File: config.mk
export PLATFORM = sky130hd
export DESIGN_NAME = startscene_render_flat
export DESIGN_NICKNAME = d
export VERILOG_FILES = /design/src/rtl/startscene_render_if.sv /design/src/rtl/startscene_render.sv /design/src/flat_wrapper.sv
export SDC_FILE = /design/constraint.sdc
export NUM_CORES = 1
export LEC_CHECK = 0
export ABC_AREA = 1
export CAP_MARGIN = 20
export CORE_MARGIN = 2
export CORE_UTILIZATION = 58
export CTS_BUF_LIST = sky130_fd_sc_hd__clkbuf_8
export DETAILED_ROUTE_END_ITERATION = 8
export HOLD_SLACK_MARGIN = 0.08
export PLACE_DENSITY = 0.87
export SLEW_MARGIN = 10
export SYNTH_ARGS = -nofsm -noshare
export SYNTH_HDL_FRONTEND = slang
export SYNTH_SLANG_ARGS = --single-unit
File: constraint.sdc
create_clock -name clk -period 3.2 [get_ports clk]
set_clock_uncertainty 0.15 [all_clocks]
set_input_delay 0.96 -clock clk [delete_from_list [all_inputs] [get_ports clk]]
set_output_delay 0.96 -clock clk [all_outputs]
set_load 0.05 [all_outputs]
File: src/rtl/startscene_render_if.sv
// rtl/startscene_render_if.sv - pixel-side bundle between the VGA sync/scene timer and the start-screen renderer
interface startscene_render_if;
  logic [9:0]  h_cnt;
  logic [9:0]  v_cnt;
  logic        de;
  logic [1:0]  scene;
  logic [11:0] rgb;
  logic        de_out;
  logic [1:0]  scene_q;
  logic        frame_tick;

  modport master (
    output h_cnt, v_cnt, de, scene,
    input  rgb, de_out, scene_q, frame_tick
  );

  modport slave (
    input  h_cnt, v_cnt, de, scene,
    output rgb, de_out, scene_q, frame_tick
  );
endinterface

File: src/rtl/startscene_render.sv
// rtl/startscene_render.sv - start-screen pixel generator: title bitmap, falling O-piece, 2-cycle pipeline
// Optional STARTSCENE_BORDER_EN adds a 4-pixel white frame at top priority.
module startscene_render #(
  parameter int H_ACTIVE  = 640,
  parameter int V_ACTIVE  = 480,
  parameter int FALL_STEP = 2
) (
  input logic               clk,
  input logic               rst,
  startscene_render_if.slave vga
);

  localparam logic [63:0] TITLE_ROM = 64'hEEEE_84AA_E4AE_2EEA;
  localparam logic [9:0]  TITLE_X0  = 10'd192;
  localparam logic [9:0]  TITLE_X1  = 10'd447;
  localparam logic [9:0]  TITLE_Y0  = 10'd96;
  localparam logic [9:0]  TITLE_Y1  = 10'd159;
  localparam logic [9:0]  PIECE_X0  = 10'd304;
  localparam logic [9:0]  PIECE_X1  = 10'd335;
  localparam logic [9:0]  PIECE_H   = 10'd31;
  localparam logic [9:0]  FALL_MAX  = 10'd448;
  localparam logic [9:0]  FALL_INC  = 10'(FALL_STEP);
  localparam logic [9:0]  V_LATCH   = 10'(V_ACTIVE);
`ifdef STARTSCENE_BORDER_EN
  localparam logic [9:0]  BORDER_W  = 10'd4;
  localparam logic [9:0]  BORDER_XH = 10'(H_ACTIVE - 4);
  localparam logic [9:0]  BORDER_YH = 10'(V_ACTIVE - 4);
`endif

  // Frame state: scene and piece position only move on the first blanking line
  logic       latch;
  logic [8:0] fall_y;
  logic [1:0] scene_q;
  logic       frame_tick;
  logic [9:0] fall_sum;

  assign latch    = (vga.h_cnt == 10'd0) && (vga.v_cnt == V_LATCH);
  assign fall_sum = {1'b0, fall_y} + FALL_INC;

  always_ff @(posedge clk) begin
    if (rst) begin
      scene_q    <= 2'b10;
      fall_y     <= 9'd0;
      frame_tick <= 1'b0;
    end else begin
      frame_tick <= latch;
      if (latch) begin
        scene_q <= vga.scene;
        if (vga.scene != scene_q)
          fall_y <= 9'd0;
        else if (fall_sum > FALL_MAX)
          fall_y <= 9'd0;
        else
          fall_y <= fall_sum[8:0];
      end
    end
  end

  // Stage 1: region hits and title ROM address
  logic [9:0] piece_top;
  logic [9:0] piece_bot;
  logic [4:0] piece_dx;
  logic [4:0] piece_dy;
  logic       title_hit;
  logic       piece_hit;
  logic       piece_edge;
  logic       border_hit;
  logic [5:0] rom_addr;

  always_comb begin
    piece_top  = {1'b0, fall_y};
    piece_bot  = piece_top + PIECE_H;
    piece_dx   = 5'(vga.h_cnt - PIECE_X0);
    piece_dy   = 5'(vga.v_cnt - piece_top);
    title_hit  = (vga.h_cnt >= TITLE_X0) && (vga.h_cnt <= TITLE_X1) &&
                 (vga.v_cnt >= TITLE_Y0) && (vga.v_cnt <= TITLE_Y1);
    piece_hit  = (vga.h_cnt >= PIECE_X0) && (vga.h_cnt <= PIECE_X1) &&
                 (vga.v_cnt >= piece_top) && (vga.v_cnt <= piece_bot);
    // One-pixel grid: piece outline on the left/top, cell dividers on each cell's last column/row
    piece_edge = (piece_dx == 5'd0) || (piece_dy == 5'd0) ||
                 (piece_dx[3:0] == 4'hF) || (piece_dy[3:0] == 4'hF);
    rom_addr   = {2'((vga.v_cnt - TITLE_Y0) >> 4), 4'((vga.h_cnt - TITLE_X0) >> 4)};
`ifdef STARTSCENE_BORDER_EN
    border_hit = (vga.h_cnt < BORDER_W) || (vga.h_cnt >= BORDER_XH) ||
                 (vga.v_cnt < BORDER_W) || (vga.v_cnt >= BORDER_YH);
`else
    border_hit = 1'b0;
`endif
  end

  logic       de_s1;
  logic       title_s1;
  logic       piece_s1;
  logic       edge_s1;
  logic       border_s1;
  logic [5:0] rom_addr_s1;

  always_ff @(posedge clk) begin
    if (rst) begin
      de_s1       <= 1'b0;
      title_s1    <= 1'b0;
      piece_s1    <= 1'b0;
      edge_s1     <= 1'b0;
      border_s1   <= 1'b0;
      rom_addr_s1 <= 6'd0;
    end else begin
      de_s1       <= vga.de;
      title_s1    <= title_hit;
      piece_s1    <= piece_hit;
      edge_s1     <= piece_edge;
      border_s1   <= border_hit;
      rom_addr_s1 <= rom_addr;
    end
  end

  // Stage 2: ROM lookup, palette and priority mux
  logic [11:0] palette;
  logic        rom_bit;
  logic [11:0] rgb_next;

  always_comb begin
    rom_bit = TITLE_ROM[6'd63 - rom_addr_s1];
    case (scene_q)
      2'd0:    palette = 12'hF00;
      2'd1:    palette = 12'h0F0;
      2'd2:    palette = 12'h00F;
      default: palette = 12'hFF0;
    endcase
    rgb_next = 12'h000;
    if (!de_s1)
      rgb_next = 12'h000;
    else if (border_s1)
      rgb_next = 12'hFFF;
    else if (piece_s1)
      rgb_next = edge_s1 ? 12'h888 : 12'hFFF;
    else if (title_s1 && rom_bit)
      rgb_next = palette;
  end

  logic [11:0] rgb_r;
  logic        de_out_r;

  always_ff @(posedge clk) begin
    if (rst) begin
      rgb_r    <= 12'h000;
      de_out_r <= 1'b0;
    end else begin
      rgb_r    <= rgb_next;
      de_out_r <= de_s1;
    end
  end

  assign vga.rgb        = rgb_r;
  assign vga.de_out     = de_out_r;
  assign vga.scene_q    = scene_q;
  assign vga.frame_tick = frame_tick;

endmodule

File: src/flat_wrapper.sv
// flat-port wrapper written by rule: the top's interface ports become plain ports
module startscene_render_flat 
#(
  parameter int H_ACTIVE  = 640,
  parameter int V_ACTIVE  = 480,
  parameter int FALL_STEP = 2
)
  (clk, rst, vga_h_cnt, vga_v_cnt, vga_de, vga_scene, vga_rgb, vga_de_out, vga_scene_q, vga_frame_tick);
  startscene_render_if vga_i ();
  input logic clk;
  input logic rst;
  input wire logic [$bits(vga_i.h_cnt)-1:0] vga_h_cnt;
  input wire logic [$bits(vga_i.v_cnt)-1:0] vga_v_cnt;
  input wire logic [$bits(vga_i.de)-1:0] vga_de;
  input wire logic [$bits(vga_i.scene)-1:0] vga_scene;
  output wire logic [$bits(vga_i.rgb)-1:0] vga_rgb;
  output wire logic [$bits(vga_i.de_out)-1:0] vga_de_out;
  output wire logic [$bits(vga_i.scene_q)-1:0] vga_scene_q;
  output wire logic [$bits(vga_i.frame_tick)-1:0] vga_frame_tick;
  assign vga_i.h_cnt = vga_h_cnt;
  assign vga_i.v_cnt = vga_v_cnt;
  assign vga_i.de = vga_de;
  assign vga_i.scene = vga_scene;
  assign vga_rgb = vga_i.rgb;
  assign vga_de_out = vga_i.de_out;
  assign vga_scene_q = vga_i.scene_q;
  assign vga_frame_tick = vga_i.frame_tick;
  startscene_render #(.H_ACTIVE(H_ACTIVE), .V_ACTIVE(V_ACTIVE), .FALL_STEP(FALL_STEP)) u_core (.clk(clk), .rst(rst), .vga(vga_i));
endmodule
==> reports/metrics.cfg <==
[outcome]
status=complete, no violations

[yosys]
async_flop_share_pct=0
synthDistinctLibCells=30
avgSynthCellArea_um2=6.73
synth_common_cells=nand2_1, nor2_1, inv_1
yosysMostFrequentCell=nand2_1
yosysTopAreaCell=dfxtp_1
syn_nets=380
ys_top_cells_by_area=dfxtp_1, ha_1, nand2_1
synth_edf_count=0
yosysWarnings=0
synth_cells=326
ys_seq_area_share_pct=25.5
synth_seq_cells=28
synthFlopType=dfxtp_1
synth_top_cell_area_share_pct=25.5
netlist_area_mm2=0.00219

[timing]
rsz0062_at_grt=false
drv_slew=0
setup_viol=0
tightest_slew_ps=501
hold_violations=0
relSlewSlack_pct=66.5
tns_ps=0
setup_ws_ps=518
post-route-period-util_pct=83.8
max_freq_mhz=373
fin_crit_ps=2680

[die]
die_height_um=65.5
start_util_pct=59.9
die_w_um=65.5
dieArea_mm2=0.00429
core_mm2=0.00366
num_io_pins=41
rows=22

[worst_hold_path]
hold_depth=2
min_from=u_core.fall_y[8]$_SDFFE_PP0P_
hp-class=flip-flop to flip-flop
hold_end=u_core.fall_y[8]$_SDFFE_PP0P_

[critical_path]
worstPathArrival_ps=1570
r2r-start=u_core.fall_y[1]$_SDFFE_PP0P_
crit_type=flip-flop to output port
cp.buffers_inverters=1
regToRegSetupSlack_ps=740
crit_path_end_kind=output port
cpPeakStageDelay_ps=840
cpLargestDelayFamily=buffers and inverters
cp-start-kind=flip-flop
required_ps=2090
worstPathMaxFanout=6
crit_chain=clkdlybuf4s50_1
crit_slowest_cell=clkdlybuf4s50_1
ff2ff_path_depth=13
r2r-end=u_core.piece_s1$_SDFF_PP0_

[global_routing]
grt_first_pass_wirelength_mm=9.09
grt_max_degree=17
antenna_found_initial=0
first_global_vias=2125
grt_use_total_pct=27.0
grt_remaining_overflow=0

[cts]
htree_levels=1
path_clk_slew_ps=100
post_cts_resized=0
cts_buffers=3
clk_latency_ps=280
clock_sinks=28
root_buffer=clkbuf_8
clockBufferDepth=2
cts_tree=built
holdBufCountCts=0
post_cts_buffers=0

[drt]
wl_per_cell_um=12.2
viasPerCell=5.36
drc=0
ant_nets=0
vias=2192
wl_mm=4.99
drtPass1Iterations=4
drt_iter0_markers=121

[pwr]
power_density_mw_per_mm2=286
power.leakage_uw=0.00113
vdd_drop_max_v=0.000219

[flow_run]
max_cap_viol_count=0

[placement]
post-place-ws_ps=301
hpwl_mm=4.16
port_buffers=40
place.gp.congestion=0.891
place_area_mm2=0.00260

[cells_and_area]
post-route-util_pct=73.0
antenna_cells=0
nets=416
design_area_mm2=0.00267
syn2layout_area_growth_pct=21.8
drive_gt1_share_pct=4.43

-- final cells by class --
| type | count | area, um^2 |
|---|---|---|
| clock buffers | 3 | 41.3 |
| clock inverters | 1 | 30.0 |
| fillers | 312 | 987 |
| inverters | 38 | 143 |
| multi-input cells | 248 | 1420 |
| flip-flops and latches | 28 | 561 |
| well taps | 48 | 60.1 |
| repair buffers | 43 | 423 |
-- through the flow --
stage          total power, uW  hold WS (ps)  instances
2_1_floorplan              431           321        326
3_3_place_gp               486           349        405
3_5_place_dp               490           344        405
4_1_cts                    768           360        409
5_1_grt                    798           380        409
6_report                   764           357        409
-- power by group --
part	leakage (uW)	switching [uW]	total (uW)	internal, uW
clock network	0.0000357	112	280	168
registers	0.000228	3.92	359	355
logic	0.000871	67.6	125	57.0
-- cells in the final DEF (no fill, tap or decap), drive strengths merged, types with 2 or more instances in the layout --
cell and instances:
dfxtp 28, o2111ai 2, clkdlybuf4s50 40, nand4 13
nand2 73, or2 2, nor2 40, ha 28
a21oi 25, buf 3, nor3 7, xor2 7
o21ai 13, and2 2, clkbuf 3, nand3 27
inv 38
-- sequential cells by signal, summed over array words and instances (netlist names) --
register / cells
u_core.de_s1: 1
u_core.fall_y: 8
u_core.rom_addr_s1: 6
u_core.vga.frame_tick: 1
u_core.piece_s1: 1
u_core.title_s1: 1
u_core.vga.rgb: 6
u_core.vga.scene_q: 2
u_core.vga.de_out: 1
u_core.edge_s1: 1
-- worst max-delay path by stage --
stage,start,endpoint,slack (ps),cells past startpoint
after floorplan,vga_v_cnt[1],u_core.edge_s1$_SDFF_PP0_,950,7
after global placement,vga_v_cnt[1],u_core.edge_s1$_SDFF_PP0_,390,8
after detailed placement,vga_v_cnt[1],u_core.edge_s1$_SDFF_PP0_,300,8
after CTS,u_core.vga.scene_q[1]$_SDFFE_PP1P_,vga_scene_q[1],500,1
after global routing,vga_h_cnt[6],u_core.fall_y[6]$_SDFFE_PP0P_,390,9
final,u_core.vga.scene_q[1]$_SDFFE_PP1P_,vga_scene_q[1],520,1
-- layer usage --
metal  GRT usage (%)  share of wire, %
met2            50.4                52
met4            8.59               1.1
met1            31.3                43
met5               0                 0
met3            4.28               3.8
-- kinds of logic after synthesis --
kind of cell | share of synthesized area [%]
xor+xnor | 3.19
other cells | 0.171
flops | 25.5
buf+inv | 9.92
simple gates | 33.9
fa+ha+maj | 16.9
compound gates | 10.4
-- worst min-delay path: cells and delay by family, from the launching register on --
family          cells  cell delay [ps]
simple gates        1               70
flops               1              350
compound gates      1               50
No activity file was read; power rests on OpenSTA's default activity.
